===== src/rtl/mult_pkg.sv =====
`default_nettype none
// ============================================================================
// Module      : mult_pkg
// Description : Shared types and constants for the sequential multiplier.
// Revision    : 1.0 - initial release
// ============================================================================
package mult_pkg;

    localparam int c_WIDTH = 8;
    localparam int c_AW    = 4;

    typedef enum logic [2:0] {
        IDLE  = 3'd0,
        LOAD  = 3'd1,
        MUL   = 3'd2,
        WR_LO = 3'd3,
        WR_HI = 3'd4,
        DONE  = 3'd5
    } state_t;

    // The counter must be able to hold WIDTH itself.
    function automatic int cnt_width(input int width);
        return $clog2(width + 1);
    endfunction

    localparam int c_CNT_W = cnt_width(c_WIDTH);

endpackage : mult_pkg
`default_nettype wire


===== src/rtl/shift_add_dp.sv =====
`default_nettype none
// ============================================================================
// Module      : shift_add_dp
// Description : Shift-add product register; one unsigned iteration per step.
// Revision    : 1.0 - initial release
// ============================================================================
module shift_add_dp
    import mult_pkg::*;
#(
    parameter int WIDTH = c_WIDTH
) (
    input  logic               clk,
    input  logic               rst,
    input  logic               i_load,
    input  logic               i_step,
    input  logic [WIDTH-1:0]   i_a_data,
    input  logic [WIDTH-1:0]   i_b_data,
    output logic [2*WIDTH-1:0] o_product
);

    logic [2*WIDTH-1:0] r_p;
    logic [WIDTH-1:0]   r_mcand;
    logic [WIDTH:0]     w_hi;

    // The extra top bit keeps the carry so the shift never loses it.
    always_comb begin
        w_hi = {1'b0, r_p[2*WIDTH-1:WIDTH]};
        if (r_p[0]) begin
            w_hi = {1'b0, r_p[2*WIDTH-1:WIDTH]} + {1'b0, r_mcand};
        end
    end

    always_ff @(posedge clk) begin
        if (rst) begin
            r_p     <= '0;
            r_mcand <= '0;
        end else if (i_load) begin
            r_mcand <= i_a_data;
            r_p     <= {{WIDTH{1'b0}}, i_b_data};
        end else if (i_step) begin
            r_p     <= {w_hi, r_p[WIDTH-1:1]};
        end
    end

    assign o_product = r_p;

endmodule : shift_add_dp
`default_nettype wire


===== src/rtl/mult_seq_ctrl.sv =====
`default_nettype none
// ============================================================================
// Module      : mult_seq_ctrl
// Description : Register-file sequencer for an unsigned shift-add multiplier.
// Revision    : 1.0 - initial release
// ============================================================================
module mult_seq_ctrl
    import mult_pkg::*;
#(
    parameter int WIDTH = c_WIDTH,
    parameter int AW    = c_AW
) (
    input  logic             clk,
    input  logic             rst,
    input  logic             start,
    input  logic [AW-1:0]    ra,
    input  logic [AW-1:0]    rb,
    input  logic [AW-1:0]    rd,
    output logic [AW-1:0]    A_addr,
    output logic [AW-1:0]    B_addr,
    input  logic [WIDTH-1:0] A_data,
    input  logic [WIDTH-1:0] B_data,
    output logic [AW-1:0]    W_addr,
    output logic [WIDTH-1:0] W_data,
    output logic             wr,
    output logic             busy,
    output logic             done
);

    localparam int CNT_W = cnt_width(WIDTH);

    state_t             r_state;
    state_t             w_next;
    logic [AW-1:0]      r_ra;
    logic [AW-1:0]      r_rb;
    logic [AW-1:0]      r_rd;
    logic [CNT_W-1:0]   r_cnt;
    logic               w_last;
    logic               w_load;
    logic               w_step;
    logic [2*WIDTH-1:0] w_product;

    assign w_last = (r_cnt == CNT_W'(WIDTH - 1));
    assign w_load = (r_state == LOAD);
    assign w_step = (r_state == MUL);

    always_ff @(posedge clk) begin
        if (rst) begin
            r_state <= IDLE;
            r_ra    <= '0;
            r_rb    <= '0;
            r_rd    <= '0;
            r_cnt   <= '0;
        end else begin
            r_state <= w_next;
            if (r_state == IDLE && start) begin
                r_ra <= ra;
                r_rb <= rb;
                r_rd <= rd;
            end
            if (r_state == LOAD) begin
                r_cnt <= '0;
            end else if (r_state == MUL) begin
                r_cnt <= r_cnt + 1'b1;
            end
        end
    end

    always_comb begin
        w_next = r_state;
        case (r_state)
            IDLE:    if (start) w_next = LOAD;
            LOAD:    w_next = MUL;
            MUL:     if (w_last) w_next = WR_LO;
            WR_LO:   w_next = WR_HI;
            WR_HI:   w_next = DONE;
            DONE:    w_next = IDLE;
            default: w_next = IDLE;
        endcase
    end

    // Write port is decoded from state and held registers only.
    always_comb begin
        wr     = 1'b0;
        W_addr = '0;
        W_data = '0;
        case (r_state)
            WR_LO: begin
                wr     = 1'b1;
                W_addr = r_rd;
                W_data = w_product[WIDTH-1:0];
            end
            WR_HI: begin
                wr     = 1'b1;
                W_addr = r_rd + AW'(1);
                W_data = w_product[2*WIDTH-1:WIDTH];
            end
            default: begin
                wr     = 1'b0;
                W_addr = '0;
                W_data = '0;
            end
        endcase
    end

    assign busy   = (r_state != IDLE);
    assign done   = (r_state == DONE);
    assign A_addr = r_ra;
    assign B_addr = r_rb;

    shift_add_dp #(
        .WIDTH (WIDTH)
    ) u_dp (
        .clk       (clk),
        .rst       (rst),
        .i_load    (w_load),
        .i_step    (w_step),
        .i_a_data  (A_data),
        .i_b_data  (B_data),
        .o_product (w_product)
    );

endmodule : mult_seq_ctrl
`default_nettype wire


===== config.mk =====
export PLATFORM = sky130hd
export DESIGN_NAME = mult_seq_ctrl
export DESIGN_NICKNAME = d
export VERILOG_FILES = /design/src/rtl/mult_pkg.sv /design/src/rtl/shift_add_dp.sv /design/src/rtl/mult_seq_ctrl.sv
export SDC_FILE = /design/constraint.sdc
export NUM_CORES = 1
export LEC_CHECK = 0
export CAP_MARGIN = 25
export CELL_PAD_IN_SITES_DETAIL_PLACEMENT = 0
export CELL_PAD_IN_SITES_GLOBAL_PLACEMENT = 1
export CORE_AREA = 10 10 110 73
export CTS_CLUSTER_DIAMETER = 100
export DETAILED_ROUTE_END_ITERATION = 7
export DIE_AREA = 0 0 120 83
export HOLD_SLACK_MARGIN = 0.05
export PLACE_DENSITY = 0.85
export REMOVE_ABC_BUFFERS = 1
export SLEW_MARGIN = 20
export SYNTH_ARGS = -nofsm -noshare
export SYNTH_HDL_FRONTEND = slang
export SYNTH_HIERARCHICAL = 1
export SYNTH_SLANG_ARGS = --single-unit

===== constraint.sdc =====
create_clock -name clk -period 3.65 [get_ports clk]
set_clock_uncertainty 0.15 [all_clocks]
set_input_delay 0.73 -clock clk [delete_from_list [all_inputs] [get_ports clk]]
set_output_delay 0.73 -clock clk [all_outputs]
set_load 0.03 [all_outputs]

Word-level counts from Yosys, hierarchy flattened:

Index checks and enable logic that the tools add are counted.

* logic and storage cells: 35
* memory bits (writable): 0
* memories: 0
* latch bits: 0
* output and inout port bits: 23
* ROM bits: 0
* bits in registers: 43

* add/sub/neg operators: 3
* bitwise logic cells: 0
* eq/ne operators: 8
* multipliers: 0
* reduce and logical (&&, ||, !) cells: 7
* muxes and demuxes: 9
* div/mod/pow operators: 0
* magnitude comparators: 0
* shifts and indexed selects: 0

Operator list (count)
* 8-bit two-way mux: 2
* 8-bit case mux with 2 select lines: 1
* 3-bit case mux with 5 select lines: 1
* 8-bit by 8-bit adder with 9-bit output: 1
* 9-bit two-way mux: 1
* 4-bit by 1-bit adder with 4-bit output (second input constant): 2
* 4-bit case mux with 2 select lines: 1
* 3-bit by 2-bit == test with 1-bit output (second input constant): 2
* 3-bit == test (second input constant): 2
* 3-bit two-way mux: 2
* 4-bit by 3-bit == test with 1-bit output (second input constant): 1
* 2-bit inequality test (second input constant): 2
* 2-bit OR reduction: 2
* 3-bit by 1-bit == test with 1-bit output (second input constant): 1
* 3-bit zero test: 1
* 3-bit nonzero test: 1
* 2-bit AND reduction: 1
* 2-bit nonzero test: 1
* 1-bit logical AND: 1
* 1-bit two-way mux: 1

Longest topological paths before layout:

Gate-level depths: netlist of the first run.

* word-level depth: 4
* mapped depth: 8
* depth with buffers taken out: 8

Hierarchy:

Netlist of the first run, hierarchy kept.

Modules (own cells, without submodules)
* shift_add_dp: area each 1336.3 um2, cells each 156, sequential area each 480.5 um2, instances 1
* mult_seq_ctrl: area each 934.6 um2, cells each 109, sequential area each 380.4 um2, instances 1

Least setup slack after synthesis of the first run:

OpenSTA, ideal clock, no wires.

* path kind: reg-to-output
* start point: register r_state[2]
* end point: output port W_data[0]
* required time: 2.770 ns
* arrival: 1.348 ns
* setup slack: 1.422 ns
* stages on the path, launching flop included: 5
* path buffers: 2
* cell sequence: dfxtp_1 -> buf_2 -> nor3b_1 -> buf_2 -> a22o_1

* cells in the longest elaborated chain, start to end: 2
* elaborated cells on any way between the ends: 3
* those cells by class: 2 x eq/ne; 1 x mux

RTL lines
* from (decl): line mult_seq_ctrl.sv:32 `state_t r_state;`
* from (signal assigned): line mult_seq_ctrl.sv:55 `r_state <= w_next;`
* 3-bit == test or 3-bit by 2-bit == test with 1-bit output (tied branches): line mult_seq_ctrl.sv:87 `case (r_state)`
* 8-bit case mux with 2 select lines (*): line mult_seq_ctrl.sv:87
* to (decl): line mult_seq_ctrl.sv:24 `output logic [WIDTH-1:0] W_data,`

Every way passes the cells marked *; elsewhere a longest branch is shown, timed or not.

Worst setup path after layout of the first run:

Same ends and word-level chain as after synthesis.

==> run_results.csv, run 1 <==
group,metric,value,unit
critical_path,worstRegToRegCells,7,
placed_design,routability_congestion,0.810,
synth,syn_inst,265,
clock_tree,cts_post_setup_buffers_inserted,0,
floorplan,die-width,120,µm
global_route,globalRouteTotalUtil,11.6,%
status,outcome,"finished clean",
power_and_ir_drop,vdd_drop_max,0.146,mV
floorplan,core.rowCount,22,
sta,rsz0062_at_grt,"no",
global_route,grt_start_max_net_pins,26,
clock_tree,tritoncts_clock_tree,"yes",
layout,mostFrequentLayoutCell,"sky130_fd_sc_hd__clkdlybuf4s50_1",
clock_tree,max_root_sink_buffers,2,
critical_path,critical_path_required,2.77,ns
critical_path,setup_crit_start_kind,"flop",
critical_path,reg2reg_to,"u_dp/o_product[1]",
sta,setup-tns-final,0,ns
hold_path,min_path_cells,2,
clock_tree,clock_latency,0.29,ns
routing,detail_route.first_pass.iterations,4,
clock_tree,cts_hold_buffers,0,
global_route,initial_antenna_violation_count,0,
clock_tree,postCtsResizedCells,0,
synth,ys.warnings.count,6,
sta,setup-violations-final,0,
critical_path,reg2reg_setup_slack,1.14,ns
layout,layout-area-overhead-vs-synth,30.4,%
clock_tree,clock-root-buffer,"sky130_fd_sc_hd__clkbuf_8",
layout,fillerInstances,577,
synth,syn_avg_cell_area,8.57,µm²
layout,nNetsFinal,357,
routing,routed_wirelength,5980,µm
layout,insertedDiodeCount,0,
floorplan,die-area,9960,µm²
sta,finalHoldViolations,0,
placed_design,hpwlAfterDp,4440,µm
synth,netlist_top_cells_area,"sky130_fd_sc_hd__dfxtp_1 (38%), sky130_fd_sc_hd__mux2i_1 (7.5%), sky130_fd_sc_hd__a21oi_1 (6.0%)",
clock_tree,numCtsBuffers,5,
critical_path,rr_startpoint,"r_state[1]",
synth,number_of_synthesized_flops_with_an_enable_pin,0,
synth,seq_area_frac_synth,37.9,%
sta,worst_pin_slew,0.893,ns
clock_tree,numClockSinks,43,
layout,sequential_cell_area,861,µm²
floorplan,dieHeight,83,µm
placed_design,port-buffer-count,53,
sta,min_period,3.41,ns
run,maxCapViolCount,0,
layout,final_layout_size_suffix_gt1_share,9.18,%
synth,number_of_distinct_library_cells_after_synthesis,48,
power_and_ir_drop,pwr_density_cell,404,nW/µm²
clock_tree,cts-htree-levels,2,
power_and_ir_drop,static-leakage-power,1.11,nW
synth,netlist_area,2270,µm²
synth,synth_seq_cells,43,
critical_path,crit_fanout,12,
sta,number_of_max_slew_violations_in_the_final_report,0,
synth,synth_largest_area_cell,"sky130_fd_sc_hd__dfxtp_1",
global_route,grt_first_pass_wirelength,9690,µm
synth,postSynth.topFlopCell,"sky130_fd_sc_hd__dfxtp_1",
routing,detail_route.vias_per_cell,5.04,
hold_path,hold_path.startpoint,"B_addr[3]",
floorplan,core,5970,µm²
global_route,vias_in_the_first_global_route,1834,
hold_path,hold-path-endpoint,"B_addr[3]",
routing,dr_total_vias,2014,
layout,layout.cells.most_common_list,"sky130_fd_sc_hd__clkdlybuf4s50_1 (53), sky130_fd_sc_hd__dfxtp_1 (43), sky130_fd_sc_hd__nor2_1 (35)",
floorplan,starting_density_of_the_core,38.0,%
sta,maxSlewHeadroom,40.2,%
global_route,grt_overflow_total,0,
routing,number_of_drc_violations_after_detailed_routing,0,
floorplan,ios,54,
routing,ant_nets,0,
critical_path,cp-end-kind,"primary output",
synth,ys_async_sr_fraction,0,%
sta,min_period_over_period,93.3,%
layout,multi_input_comb_area,1300,µm²
power_and_ir_drop,power,0.00120,W
critical_path,path_class,"reg2out",
sta,fmax,294,MHz
critical_path,cp.arrival,2.53,ns
routing,drt-initial-drc-count,129,
hold_path,holdCritPathClass,"reg2reg",
routing,avgRoutedWirePerCell,14.9,µm
synth,synth_top_cell_area_share,37.9,%
clock_tree,cts.reportedPaths.clkPinSlew,0.08,ns
-- per-stage QoR --
stage          instances  cell area [µm²]  setup WS (ns)  utilization, %  hold slack, ns
5_1_grt              400             2960         0.0997            49.6           0.328
4_1_cts              400             2960          0.227            49.6           0.307
3_3_place_gp         392             2880          0.603            48.2           0.292
6_report             400             2960          0.244            49.6           0.305
2_1_floorplan        248             2190          0.419               -           0.301
3_5_place_dp         392             2880          0.578            48.2           0.296
-- sequential cells by signal (all words and copies together), names as in the netlist --
register and count:
u_dp/o_product 16, u_dp/r_mcand 8, A_addr 4, B_addr 4
r_cnt 4, r_rd 4, r_state 3
-- synthesized netlist by cell type (2+ instances only) --
master and count:
sky130_fd_sc_hd__nand2_1 33, sky130_fd_sc_hd__buf_2 11, sky130_fd_sc_hd__ha_1 10, sky130_fd_sc_hd__inv_1 8, sky130_fd_sc_hd__o22ai_1 3, sky130_fd_sc_hd__mux2i_1 17
sky130_fd_sc_hd__and3b_1 2, sky130_fd_sc_hd__nor3b_1 2, sky130_fd_sc_hd__or3_1 2, sky130_fd_sc_hd__a22o_1 11, sky130_fd_sc_hd__dfxtp_1 43, sky130_fd_sc_hd__o21ai_0 4
sky130_fd_sc_hd__nor3_1 4, sky130_fd_sc_hd__xor2_1 2, sky130_fd_sc_hd__a31oi_1 4, sky130_fd_sc_hd__or2_2 3, sky130_fd_sc_hd__clkbuf_1 4, sky130_fd_sc_hd__a21o_1 2
sky130_fd_sc_hd__nand3_1 3, sky130_fd_sc_hd__nor2b_1 2, sky130_fd_sc_hd__nor2_1 35, sky130_fd_sc_hd__o211ai_1 2, sky130_fd_sc_hd__a211oi_1 2, sky130_fd_sc_hd__a21oi_1 27
sky130_fd_sc_hd__xnor2_1 6
-- worst max-delay path by stage --
| stage | startpoint | endpoint | slack [ns] | depth (start not counted) |
|---|---|---|---|---|
| 2_1_floorplan | r_state[0] | u_dp/o_product[14] | 0.42 | 4 |
| 3_3_place_gp | r_state[2] | W_data[4] | 0.60 | 4 |
| 3_5_place_dp | r_state[2] | W_data[3] | 0.58 | 4 |
| 4_1_cts | r_state[2] | W_data[0] | 0.23 | 4 |
| 5_1_grt | r_state[2] | W_data[2] | 0.1 | 4 |
| 6_report | r_state[2] | W_data[0] | 0.24 | 4 |
-- cells by family (layout without fill, tap and decap cells) --
group / count (synthesis) / after routing / share of synthesized area (%)
DFF: 43 / 43 / 37.9
adders and majority gates: 11 / 11 / 6.39
muxes: 18 / 18 / 7.99
xor gates and xnor gates: 8 / 8 / 3.09
buffers and inverters: 25 / 76 / 5.07
and+or+nand+nor: 96 / 96 / 20.9
AOI/OAI and AO/OA: 64 / 64 / 18.7
-- worst max-delay path, cell delays in order, from the launching register on --
cell and delay [ns]:
sky130_fd_sc_hd__dfxtp_1 0.54, sky130_fd_sc_hd__nor3b_1 0.55, sky130_fd_sc_hd__buf_4 0.29, sky130_fd_sc_hd__a22o_1 0.18
sky130_fd_sc_hd__clkdlybuf4s50_1 0.68
-- where the power goes --
group          switching (W)  internal (W)
clock network       0.000155      0.000134
registers          0.0000458      0.000515
logic               0.000189      0.000159
total               0.000389      0.000808
-- metal layers --
metal	up-vias	routed length, µm	global-route usage [%]
met3	0	520	4.73
li1	1029	-	-
met4	0	0	1.63
met1	921	2990	16.8
met2	64	2470	15.7
met5	-	0	0
-- layout make-up --
type | instances | area share [%]
clock inverter | 1 | 0.169
tap | 84 | 3.55
clock buffer | 7 | 2.58
sequential | 43 | 29.1
inverter | 8 | 1.01
timing repair buffer | 60 | 19.7
multi-input combinational | 197 | 43.9
No activity file was read; power rests on OpenSTA's default activity.
==> inputs of run 2 (changes only) <==
- SKIP_CTS_REPAIR_TIMING: unset -> 1
==> results of run 2 <==
The final DEF is identical to that of run 1; final timing and power are the same.
==> inputs of run 3 (changes only) <==
- CORE_AREA: 10 10 110 73 -> 10 10 109 72
- DIE_AREA: 0 0 120 83 -> 0 0 119 82
- SYNTH_HIERARCHICAL: 1 -> unset
==> run 3 against run 2 <==
- non-clock buffer count decreased by 4
- wire length up 8.1%
- final cell count is 0.75% lower
- synthesized cell count is 0.38% higher
- first-iteration DRC count fell by 26%
- hold slack gained 0.0048 ns
- sequential cell count stayed put
- clock power is 55% higher
- register-to-register slack improved by 0.21 ns
- global-route usage increased by 1.7 points
==> run_results.csv, run 3 <==
group,metric,value,unit
critical_path,cp-end-kind,"primary output",
global_route,grt_start_max_net_pins,33,
power_and_ir_drop,share_comb_of_total_power,21.0,%
layout,largest_register_ff_count,16,
power_and_ir_drop,switching_share,29.3,%
clock_tree,clock-root-buffer,"sky130_fd_sc_hd__clkbuf_8",
global_route,initial_antenna_violation_count,0,
synth,synth_fa_ha_area_share,6.66,%
run,maxCapViolCount,0,
sta,setup-violations-final,0,
floorplan,die-area,9760,µm²
clock_tree,numClockSinks,43,
layout,insertedDiodeCount,0,
sta,fmax,334,MHz
layout,postLayoutCoreUtil,48.9,%
synth,synthMostInstantiatedCell,"sky130_fd_sc_hd__nand2_1",
layout,layout.cells.most_common_list,"sky130_fd_sc_hd__clkdlybuf4s50_1 (53), sky130_fd_sc_hd__nand2_1 (48), sky130_fd_sc_hd__dfxtp_1 (43)",
layout,layout-area-overhead-vs-synth,32.3,%
global_route,vias_in_the_first_global_route,1967,
synth,largest_family_of_logic_cells_by_synthesized_area,"compound AO/OA/AOI/OAI gates",
power_and_ir_drop,internal_power,0.000901,W
placed_design,port-buffer-count,53,
synth,postSynth.topFlopCell,"sky130_fd_sc_hd__dfxtp_1",
global_route,grt_first_pass_wirelength,10300,µm
floorplan,core,5890,µm²
routing,ant_nets,0,
synth,ys.warnings.count,0,
synth,post_synth_and_or_nand_nor_area_fraction,21.8,%
synth,number_of_synthesized_flops_with_an_enable_pin,0,
critical_path,setup_crit_start_kind,"flop",
synth,netlist_area,2180,µm²
sta,maxSlewHeadroom,37.4,%
critical_path,crit_start,"r_state[2]",
routing,dr_total_vias,2053,
layout,design_area,2880,µm²
sta,min_period,3.00,ns
synth,syn_inst,266,
routing,detail_route.vias_per_cell,5.17,
floorplan,core.rowCount,22,
critical_path,critical_path_required,2.77,ns
critical_path,crit_chain,"nor3b_1, buf_4, a22o_1, clkdlybuf4s50_1",
clock_tree,clock_latency,0.30,ns
synth,synth_top_cell_area_share,39.5,%
sta,number_of_max_slew_violations_in_the_final_report,0,
synth,compound_cell_area_share_of_the_yosys_netlist,23.1,%
synth,synth_seq_cells,43,
critical_path,crit_path_top_delay_cell,"sky130_fd_sc_hd__clkdlybuf4s50_1",
synth,seq_area_frac_synth,39.5,%
critical_path,crit_fanout,13,
critical_path,path_class,"reg2out",
power_and_ir_drop,static-leakage-power,1.12,nW
floorplan,ios,54,
placed_design,hpwlAfterDp,4760,µm
sta,setup-tns-final,0,ns
routing,number_of_drc_violations_after_detailed_routing,0,
synth,ys_async_sr_fraction,0,%
hold_path,holdCritPathClass,"reg2reg",
power_and_ir_drop,seq_power_share,43.8,%
status,outcome,"finished clean",
placed_design,placed_area,2750,µm²
placed_design,routability_congestion,0.768,
clock_tree,tritoncts_clock_tree,"yes",
power_and_ir_drop,power.switching,0.000373,W
synth,netlist_top_cells_area,"sky130_fd_sc_hd__dfxtp_1 (39%), sky130_fd_sc_hd__nand2_1 (8.3%), sky130_fd_sc_hd__a21oi_1 (7.1%)",
routing,avgRoutedWirePerCell,16.3,µm
sta,finalHoldViolations,0,
sta,holdWs,0.310,ns
sta,min_period_over_period,82.1,%
critical_path,crit_path_max_incr_delay,0.68,ns
synth,post_synth_xor_area_fraction,2.41,%
power_and_ir_drop,share_clk_of_total_power,35.2,%
critical_path,cp.arrival,2.12,ns
synth,syn_avg_cell_area,8.19,µm²
routing,detail_route.first_pass.iterations,4,
routing,routed_wirelength,6460,µm
global_route,grt_overflow_total,0,
clock_tree,max_root_sink_buffers,2,
power_and_ir_drop,pwr_density_cell,442,nW/µm²
synth,synth_largest_area_cell,"sky130_fd_sc_hd__dfxtp_1",
global_route,globalRouteTotalUtil,13.3,%
clock_tree,cts-htree-levels,2,
synth,number_of_distinct_library_cells_after_synthesis,48,
clock_tree,cts.reportedPaths.clkPinSlew,0.09,ns
power_and_ir_drop,vdd_drop_max,0.213,mV
floorplan,starting_density_of_the_core,37.0,%
critical_path,rr_startpoint,"u_dp.o_product[8]",
floorplan,dieHeight,82,µm
hold_path,hold_path.startpoint,"B_addr[0]",
critical_path,worstPathBufferInverterCount,2,
layout,final_layout_size_suffix_gt1_share,5.75,%
critical_path,timing.critical_path.max_delay_family,"buffers and inverters",
layout,mostFrequentLayoutCell,"sky130_fd_sc_hd__clkdlybuf4s50_1",
synth,synth.cells.most_frequent,"sky130_fd_sc_hd__nand2_1 (48), sky130_fd_sc_hd__dfxtp_1 (43), sky130_fd_sc_hd__a21oi_1 (31)",
floorplan,die-width,119,µm
critical_path,reg2reg_setup_slack,1.35,ns
synth,muxShareOfSynthArea,1.49,%
sta,rsz0062_at_grt,"no",
sta,worst_pin_slew,0.936,ns
clock_tree,numCtsBuffers,5,
layout,nNetsFinal,354,
routing,drt-initial-drc-count,96,
## run 3: per-layer routing
metal  GRT usage, %  vias up  part of all wire, %
li1               -     1034                    -
met1           18.2      972                   50
met2           19.5       43                   44
met3           3.84        4                  4.7
met4           4.37        0                 0.77
met5              0        -                    0
## run 3: kinds of logic (layout without fill, tap and decap cells)
group / Yosys count / after routing
XOR/XNOR: 6 / 6
adder cells (fa/ha/maj): 11 / 11
multiplexers: 3 / 3
flip-flops: 43 / 43
AND/OR/NAND/NOR: 103 / 103
buffers and inverters: 23 / 70
AO/OA/AOI/OAI: 77 / 77
## run 3: cell type report
type	instances	area [µm²]
flip-flops and latches	43	861
inverters	6	22.5
clock inverters	2	60.1
repair buffers	56	553
multi-input cells	200	1210
fillers	593	3010
clock buffers	6	72.6
well taps	84	105
## run 3: through the flow
stage	instances	setup WS, ns	power (W)
after detailed placement	389	1.01	0.000835
final	397	0.653	0.00127
after global placement	389	1.05	0.000827
after CTS	397	0.656	0.00128
after floorplan	249	1.10	0.000718
after global routing	397	0.554	0.00134
## run 3: power by group through the flow
stage | Combinational, W | Sequential, W | Clock (W)
2_1_floorplan | 0.000149 | 0.000569 | 0
3_3_place_gp | 0.000260 | 0.000567 | 0
3_5_place_dp | 0.000268 | 0.000567 | 0
4_1_cts | 0.000270 | 0.000557 | 0.000456
5_1_grt | 0.000298 | 0.000566 | 0.000472
6_report | 0.000267 | 0.000558 | 0.000448
## run 3: worst register-to-register path, cell delays in order, from the launching register on
cell and delay, ns:
sky130_fd_sc_hd__dfxtp_1 0.38, sky130_fd_sc_hd__ha_1 0.21, sky130_fd_sc_hd__inv_1 0.07, sky130_fd_sc_hd__fa_1 0.38, sky130_fd_sc_hd__nor2b_1 0.23, sky130_fd_sc_hd__o31a_1 0.22
sky130_fd_sc_hd__o211ai_1 0.12, sky130_fd_sc_hd__a2111oi_2 0.35, sky130_fd_sc_hd__a31o_2 0.15
## run 3: worst paths after layout
| kind | end | cells after the start |
|---|---|---|
| max | W_data[6] | 4 |
| min reg2reg | B_addr[0] | 2 |
| min | B_addr[0] | 2 |
| max reg2reg | u_dp.o_product[15] | 8 |
